`src/rtl/window_update_ctrl_pkg.sv`:
```
// rtl/window_update_ctrl_pkg.sv - shared state encoding for the window update controller
package window_update_ctrl_pkg;

   localparam int STATE_BITS = 2;

   typedef enum logic [STATE_BITS-1:0] {
      S_IDLE   = 2'd0,
      S_CLAMP  = 2'd1,
      S_PEND   = 2'd2,
      S_COMMIT = 2'd3
   } state_t;

endpackage

```
`src/rtl/window_clamp.sv`:
```
// rtl/window_clamp.sv - combinational clamp of one window axis against the image size
module window_clamp #(
   parameter int C_BITS = 12
) (
   input  logic [C_BITS-1:0] pos,
   input  logic [C_BITS-1:0] len,
   input  logic [C_BITS-1:0] limit,
   output logic [C_BITS-1:0] pos_c,
   output logic [C_BITS-1:0] len_c,
   output logic              changed
);

   logic [C_BITS:0] sum;

   always_comb begin
      pos_c   = pos;
      len_c   = len;
      changed = 1'b0;
      sum     = '0;
      if (limit == '0) begin
         pos_c   = '0;
         len_c   = '0;
         changed = 1'b1;
      end else begin
         if (pos >= limit) pos_c = limit - 1'b1;
         if (len == '0) len_c = {{(C_BITS-1){1'b0}}, 1'b1};
         // Extra bit keeps the end-of-window sum from wrapping; width uses the clamped left
         sum = {1'b0, pos_c} + {1'b0, len_c};
         if (sum > {1'b0, limit}) len_c = limit - pos_c;
         changed = (pos_c != pos) || (len_c != len);
      end
   end

endmodule

```
`src/rtl/window_update_ctrl.sv`:
```
// rtl/window_update_ctrl.sv - accepts, clamps and frame-aligns window updates for the broadcaster
module window_update_ctrl
   import window_update_ctrl_pkg::*;
#(
   parameter int C_WBITS     = 12,
   parameter int C_HBITS     = 12,
   parameter int C_IMMEDIATE = 0
) (
   input  logic               clk,
   input  logic               reset,
   input  logic [C_WBITS-1:0] img_width,
   input  logic [C_HBITS-1:0] img_height,
   input  logic               sof,
   input  logic               req_valid,
   output logic               req_ready,
   input  logic [C_WBITS-1:0] req_left,
   input  logic [C_WBITS-1:0] req_width,
   input  logic [C_HBITS-1:0] req_top,
   input  logic [C_HBITS-1:0] req_height,
   output logic [C_WBITS-1:0] m_left,
   output logic [C_WBITS-1:0] m_width,
   output logic [C_HBITS-1:0] m_top,
   output logic [C_HBITS-1:0] m_height,
   output logic               pending,
   output logic               clamped,
   output logic               upd_done
);

   state_t state, state_next;

   logic [C_WBITS-1:0] cap_left, cap_width, pend_left, pend_width, h_pos, h_len;
   logic [C_HBITS-1:0] cap_top, cap_height, pend_top, pend_height, v_pos, v_len;
   logic               pend_changed, h_changed, v_changed, xfer;

   assign xfer = req_valid && req_ready;

   window_clamp #(.C_BITS(C_WBITS)) u_clamp_h (
      .pos(cap_left), .len(cap_width), .limit(img_width),
      .pos_c(h_pos), .len_c(h_len), .changed(h_changed)
   );

   window_clamp #(.C_BITS(C_HBITS)) u_clamp_v (
      .pos(cap_top), .len(cap_height), .limit(img_height),
      .pos_c(v_pos), .len_c(v_len), .changed(v_changed)
   );

   always_ff @(posedge clk) begin
      if (reset) state <= S_IDLE;
      else       state <= state_next;
   end

   // A new request always beats sof in PEND: the newest window replaces the pending one
   always_comb begin
      state_next = state;
      case (state)
         S_IDLE:   if (xfer) state_next = S_CLAMP;
         S_CLAMP:  state_next = ((C_IMMEDIATE != 0) || sof) ? S_COMMIT : S_PEND;
         S_PEND:   if (xfer) state_next = S_CLAMP;
                   else if (sof) state_next = S_COMMIT;
         S_COMMIT: state_next = S_IDLE;
         default:  state_next = S_IDLE;
      endcase
   end

   always_comb begin
      req_ready = (state == S_IDLE) || (state == S_PEND);
      pending   = (state == S_PEND);
   end

   always_ff @(posedge clk) begin
      if (reset) begin
         cap_left     <= '0;
         cap_width    <= '0;
         cap_top      <= '0;
         cap_height   <= '0;
         pend_left    <= '0;
         pend_width   <= '0;
         pend_top     <= '0;
         pend_height  <= '0;
         pend_changed <= 1'b0;
         m_left       <= '0;
         m_width      <= '0;
         m_top        <= '0;
         m_height     <= '0;
         clamped      <= 1'b0;
         upd_done     <= 1'b0;
      end else begin
         if (xfer) begin
            cap_left   <= req_left;
            cap_width  <= req_width;
            cap_top    <= req_top;
            cap_height <= req_height;
         end
         if (state == S_CLAMP) begin
            pend_left    <= h_pos;
            pend_width   <= h_len;
            pend_top     <= v_pos;
            pend_height  <= v_len;
            pend_changed <= h_changed || v_changed;
         end
         if (state == S_COMMIT) begin
            m_left   <= pend_left;
            m_width  <= pend_width;
            m_top    <= pend_top;
            m_height <= pend_height;
            clamped  <= pend_changed;
         end
         upd_done <= (state == S_COMMIT);
      end
   end

endmodule

```
`config.mk`:
```
export PLATFORM = sky130hd
export DESIGN_NAME = window_update_ctrl
export DESIGN_NICKNAME = d
export VERILOG_FILES = /design/src/rtl/window_update_ctrl_pkg.sv /design/src/rtl/window_clamp.sv /design/src/rtl/window_update_ctrl.sv
export SDC_FILE = /design/constraint.sdc
export NUM_CORES = 1
export LEC_CHECK = 0
export ABC_AREA = 1
export CORE_UTILIZATION = 52
export CTS_CLUSTER_DIAMETER = 60
export DETAILED_ROUTE_END_ITERATION = 6
export GPL_TIMING_DRIVEN = 0
export PLACE_DENSITY = 0.82
export SYNTH_ARGS = -nofsm -noshare
export SYNTH_HDL_FRONTEND = slang
export SYNTH_SLANG_ARGS = --single-unit
export TNS_END_PERCENT = 10
```
`constraint.sdc`:
```
create_clock -name clk -period 5.3 [get_ports clk]
set_input_delay 0.53 -clock clk [delete_from_list [all_inputs] [get_ports clk]]
set_output_delay 0.53 -clock clk [all_outputs]
set_load 0.02 [all_outputs]
```
* Word-level counts from Yosys, hierarchy flattened *
Index checks and enable logic that the tools add are counted.

operators by class
  muxes and demuxes = 23
  $add $sub $neg = 6
  reductions and logical operators = 11
  equal/unequal tests = 9
  $lt $le $gt $ge = 4

operators by type and width
  operator                 number
  $mux W12                 16
  $logic_not A12 Y1        4
  $ne A12 B12 Y1           4
  $add A12 B12 Y13         2
  $gt A13 B12 Y1           2
  $ge A12 B12 Y1           2
  $sub A12 B1 Y12 const B  2
  $sub A12 B12 Y12         2
  $pmux W2 S4              1
  $mux W2                  3
  $eq A2 B2 Y1 const B     2
  $logic_or A1 B1 Y1       4
  $mux W1                  3
  $ne A3 B2 Y1 const B     1
  $eq A2 B1 Y1 const B     1
  $logic_not A2 Y1         1
  $ne A2 B2 Y1 const B     1
  $reduce_and A2 Y1        1
  $logic_and A1 B1 Y1      1

word-level totals
  output and inout bits = 52
  input port bits = 76
  word-level logic and storage cells = 69
  bits in registers = 149

* Depth between registers and ports, before layout *
Gate-level depths: netlist of the first run.

  depth in word-level cells = 11
  mapped depth = 47
  gate-level depth less buffers = 45

* By module *
Synthesis of the first run repeated with hierarchy kept, for this count alone.

second synthesis, totals
  cell total of the unflattened synthesis = 1,717
  area total of the unflattened synthesis = 11,323.4 µm²

by module, submodules not included
  module                     sequential area each (µm²)  cells each  area each (µm²)  instances
  window_update_ctrl         2,982.9                     650         5,282.6          1
  window_clamp at u_clamp_v  0.0                         537         3,029.2          1
  window_clamp at u_clamp_h  0.0                         530         3,011.6          1

* Worst setup path before layout of the first run *
Ideal clock, no wire load.

  kind = input port to flip-flop
  start point = in img_height[11]
  end point = reg pend_changed
  library setup time = 0.117 ns
  cell stages on the path = 41
  arrival = 5.225 ns
  path slack = -0.042 ns
  required time = 5.183 ns
  cells stage by stage = inv_1 > ha_1 > nand2_2 > nor2_4 > nand2_2 > nor2_4 > nand2_4 > nand2_8 > buf_6 > inv_1 > or2_2 > nand2_1 > ha_1 > a21oi_1 > nand2_1 > nand2_1 > o21ai_0 > nand2_1 > [5 not listed] > a21oi_1 > xnor2_1 > ha_1 > nand3_1 > or4_1 > a21oi_1 > nand2_2 > buf_6 > nand3_1 > inv_1 > nor2_1 > nand2_1 > nor2_1 > nand2_1 > nor2_1 > nand4_1 > nor2_1 > nor2_1

between the ends
  word-level cells in the longest chain between the ends = 11
  elaborated cells between the ends (all ways) = 15
  those cells by class = add/sub: 3; order compare: 2; eq/ne: 2; mux: 5; reduce/logical: 3

ends and longest elaborated chain
  element                                                   line                      text
  start: declaration                                        window_update_ctrl.sv:12  input logic [C_HBITS-1:0] img_height,
  $sub A12 B1 Y12 / $ge A12 B12 Y1 (equally long branches)  window_clamp.sv:25        if (pos >= limit) pos_c = limit - 1'b1;
  $mux W12                                                  window_clamp.sv:25
  $mux W12                                                  window_clamp.sv:20        if (limit == '0) begin
  $add A12 B12 Y13                                          window_clamp.sv:28        sum = {1'b0, pos_c} + {1'b0, len_c};
  $gt A13 B12 Y1                                            window_clamp.sv:29        if (sum > {1'b0, limit}) len_c = limit - pos_c;
  $mux W12                                                  window_clamp.sv:29
  $mux W12                                                  window_clamp.sv:20
  $ne A12 B12 Y1                                            window_clamp.sv:30        changed = (pos_c != pos) || (len_c != len);
  $logic_or A1 B1 Y1                                        window_clamp.sv:30
  $mux W1 *                                                 window_clamp.sv:20
  $logic_or A1 B1 Y1 *                                      window_update_ctrl.sv:99  pend_changed <= h_changed || v_changed;
  end signal: assignment                                    window_update_ctrl.sv:99
  end: declaration                                          window_update_ctrl.sv:33  logic pend_changed, h_changed, v_changed, xfer;

Mark *: on every way between the ends. The rest lies on a longest branch, timed or not. The select of a mux whose other input is x is not followed.
A chain may end at the register's enable or synchronous reset.

* Final worst setup path of the first run *
  start point = reg cap_left[10]
  end point = reg pend_changed

between the ends
  word-level cells in the longest chain between the ends = 11
  elaborated cells between the ends (all ways) = 13
  those cells by class = add/sub: 2; order compare: 2; eq/ne: 2; mux: 5; reduce/logical: 2

ends and longest elaborated chain
  element                   line                      text
  start: declaration        window_update_ctrl.sv:31  logic [C_WBITS-1:0] cap_left, cap_width, pend_left, pend_width, h_pos, h_len;
  start signal: assignment  window_update_ctrl.sv:89  cap_left <= req_left;
  $ge A12 B12 Y1            window_clamp.sv:25
  $mux W12                  window_clamp.sv:25
  $mux W12                  window_clamp.sv:20
  $add A12 B12 Y13          window_clamp.sv:28
  $gt A13 B12 Y1            window_clamp.sv:29
  $mux W12                  window_clamp.sv:29
  $mux W12                  window_clamp.sv:20
  $ne A12 B12 Y1            window_clamp.sv:30
  $logic_or A1 B1 Y1 *      window_clamp.sv:30
  $mux W1 *                 window_clamp.sv:20
  $logic_or A1 B1 Y1 *      window_update_ctrl.sv:99

Marks and branches as above.

==> results.yml, run 1 <==
run_status:
  status: "finished clean"
timing:
  rsz0062_at_grt: "true"
  hold_viol_final: 0
  final.min_clock_period_ns: 5.271
  min_period_over_period_pct: 99.44
  setup_viol: 0
  slew_violations: 0
  relSlewSlack_pct: 48.67
  clock.fmax_ghz: 0.1897
  fin_skew_ns: 0.01508
  worst_slew_pin_slew_ns: 0.7700
pwr:
  power_leakage_nw: 6.137
  swShare_pct: 42.03
  p_int_mw: 2.477
  power.density_nw_per_um2: 322.4
  p_sw_mw: 1.796
  comb_power_share_pct: 42.3
  power_frac_seq_pct: 29.6
  power_mw: 4.273
  clockPowerShare_pct: 28.1
  irDropWorstVdd_uv: 250.6
flow_run:
  maxCapViolations: 0
layout:
  syn2layout_area_growth_pct: 24.53
  drive_gt1_share_pct: 13.34
  antennaDiodeCount: 0
  fill_cells: 1845
  final_nets: 1946
  multiInputGateArea_um2: 6972
  stdcell_area_um2: 13260
  layout.cells.non_filler: 2064
  seq_area_um2: 3003
yosys:
  synth_cells: 1620
  ys_seq_area_share_pct: 28.02
  yosys_most_used_dff: "dfxtp_1"
  synth_cell_type_count: 51
  postSynthAreaPerCell_um2: 6.570
  synth_nets: 1780
  async_flop_share_pct: 0
  synth_edf_count: 0
  yosysWarnings: 0
  syn_area_um2: 10640
  ys_seq_elements: 149
route:
  via_per_inst: 5.577
  post-route-drc-count: 0
  first_iter_violations: 1139
  first_pass_iters: 7
  drt-total-wl_um: 35940
  avgRoutedWirePerCell_um: 17.41
  num_vias: 11510
  ant_nets: 0
min_path:
  hold_class: "flip-flop to flip-flop"
  whs_path_depth: 2
  hp-start: "pend_height[1]$_SDFFE_PP0N_"
  holdPathEnd: "m_height[1]$_SDFFE_PP0P_"
global_route:
  overflow: 0
  grt_start_max_net_pins: 17
  grt_pass1_wl_um: 56060
  grtUsageTotal_pct: 34.02
  grt_pass1_vias: 10670
  antenna_found_initial: 0
setup_path:
  critPathBufInv: 5
  cp-end-kind: "flip-flop"
  critical_path_class: "flip-flop to flip-flop"
  cpMostUsedCell: "nor2_1"
  cp.arrival_ns: 5.60
  r2r_start: "cap_left[10]$_SDFFE_PP0P_"
  cpPeakStageDelay_ns: 0.40
  reg2reg_depth: 32
  crit_family: "simple AND/OR/NAND/NOR gates"
  cp.depth: 32
  r2r-end: "pend_changed$_SDFFE_PP0N_"
  path_max_fanout: 10
  worst_ep_required_time_ns: 5.63
  slowest_stage: "ha_1"
  r2r_setup_slack_ns: 0.03
  start_kind: "flip-flop"
placed_design:
  gp_congestion: 0.9338
  io_buffers: 126
  placed_cell_area_um2: 12240
  place_inst: 2011
  place.detailed.hpwl_um: 28610
floorplanning:
  start_util_pct: 53.81
  core_area_um2: 19780
  pin_count: 128
  die_w_um: 145.1
  rows: 51
  die-area_um2: 21050
  die_h_um: 145.1
cts:
  clock_path_buffers: 2
  clock_latency_ns: 0.44
  clk_pin_slew_ns: 0.07
  h-tree-depth: 4
  cts_tree: "built"
  clockRootBuffer: "clkbuf_16"
  cts_buffers: 17
  cts.sinks: 149
## cell type report
class / instances / area share, %
timing repair buffer: 147 / 9.987
multi-input combinational: 1213 / 52.60
clock inverter: 14 / 1.019
buffer: 73 / 2.671
clock buffer: 18 / 3.238
inverter: 185 / 5.333
sequential: 149 / 22.65
tap: 265 / 2.501
## routing by layer
layer	vias up	track usage (%)	share of wire, %
li1	5677	-	-
met1	5255	48.11	45
met2	506	52.88	44
met3	72	3.711	8.3
met4	0	13.05	3.2
met5	-	0	0
## logic make-up after synthesis
logic type | Yosys count | share of synthesized area [%]
compound gates | 284 | 14.75
xor+xnor | 40 | 3.291
fa+ha+maj | 84 | 10.16
buf+inv | 258 | 9.757
flops | 149 | 28.02
simple gates | 805 | 34.02
## repair_timing
item / 4_1_cts / 5_1_grt
hold buffers: 0 / 0
gates resized for setup: 94 / 112
hold endpoints to repair: 0 / 0
gates cloned: 1 / 0
endpoints found under the setup margin: 25 / 24
buffers inserted: 16 / 4
pin swaps: 21 / 40
## through the flow
stage | worst slack [ns] | hold WS (ns) | setup TNS, ns | util, %
floorplan | 0.01976 | 0.4136 | 0 | -
global placement | -1.653 | 0.4297 | -31.23 | 61.87
detailed placement | -1.686 | 0.4341 | -32.05 | 61.87
CTS | 0.0004960 | 0.4401 | 0 | 65.72
global route | -0.2208 | 0.4678 | -0.2208 | 67.01
finish | 0.02945 | 0.4400 | 0 | 67.01
## worst min-delay path: cells and delay by family (launching register included)
family	cells	cell delay, ns
AND/OR/NAND/NOR	2	0.10
flip-flops	1	0.31
## synthesized netlist by cell type (4+ instances only)
cell type  number  area share, %
ha_1           80            9.4
a211oi_1        5           0.35
inv_1         181            6.4
o21ai_1        12           0.56
nand2_4         8           0.85
o22ai_1         8           0.47
xnor2_1        12           0.99
o211ai_1       18            1.3
nand3b_1       11           0.78
nor2_1         76            2.7
nand2_1       448             16
nor2_2          4           0.24
or2_2           4           0.24
nand4_1        28            1.6
dfxtp_1       149             28
clkbuf_1       58            2.0
o21ai_0        83            3.9
nor3_1         10           0.47
nor4_1          4           0.24
nand3_1       174            8.2
fa_1            4           0.75
buf_2           4           0.19
buf_6           4           0.42
o21bai_1        9           0.63
a21oi_1       131            6.2
nand2_2        21            1.2
nand3_2         7           0.66
xor2_1         28            2.3
## cells in the final DEF (no fill, tap or decap), types with 59 or more instances in the layout
cell type	synthesis	routed
nand2_1	448	435
nand3_1	174	168
inv_1	181	156
dfxtp_1	149	135
a21oi_1	131	122
clkdlybuf4s50_1	0	102
o21ai_0	83	76
nor2_1	76	71
ha_1	80	69
clkbuf_1	58	59
## registers in the layout (all words and copies together), names as in the netlist, 2 cells and up
signal	count
cap_height	12
cap_left	12
cap_top	12
cap_width	12
m_height	12
m_left	12
m_top	12
m_width	12
pend_height	12
pend_left	12
pend_top	12
pend_width	12
state	2
## power by group through the flow
| stage | logic (mW) | clock network (mW) | registers, mW |
|---|---|---|---|
| finish | 1.81 | 1.20 | 1.27 |
| detailed placement | 1.62 | 0 | 1.28 |
| CTS | 1.70 | 1.21 | 1.26 |
| global placement | 1.59 | 0 | 1.28 |
| floorplan | 1.17 | 0 | 1.26 |
| global route | 1.99 | 1.25 | 1.27 |
## worst max-delay path by stage
stage / startpoint / end / slack (ns)
final: cap_left[10]$_SDFFE_PP0P_ / pend_changed$_SDFFE_PP0N_ / 0.03
after global routing: cap_left[10]$_SDFFE_PP0P_ / pend_changed$_SDFFE_PP0N_ / -0.22
after CTS: cap_top[9]$_SDFFE_PP0P_ / pend_changed$_SDFFE_PP0N_ / 0.0005
after detailed placement: img_width[11] / pend_changed$_SDFFE_PP0N_ / -1.69
after global placement: img_width[10] / pend_changed$_SDFFE_PP0N_ / -1.65
after floorplan: img_height[11] / pend_changed$_SDFFE_PP0N_ / 0.02
(Power assumes the default switching activity.)
==> inputs of run 2 (changes only) <==
Settings changed: ABC_CLOCK_PERIOD_IN_PS set to 5300, CTS_CLUSTER_SIZE set to 8.
==> results of run 2 <==
Final layout, timing and power as in run 1 (identical DEF).
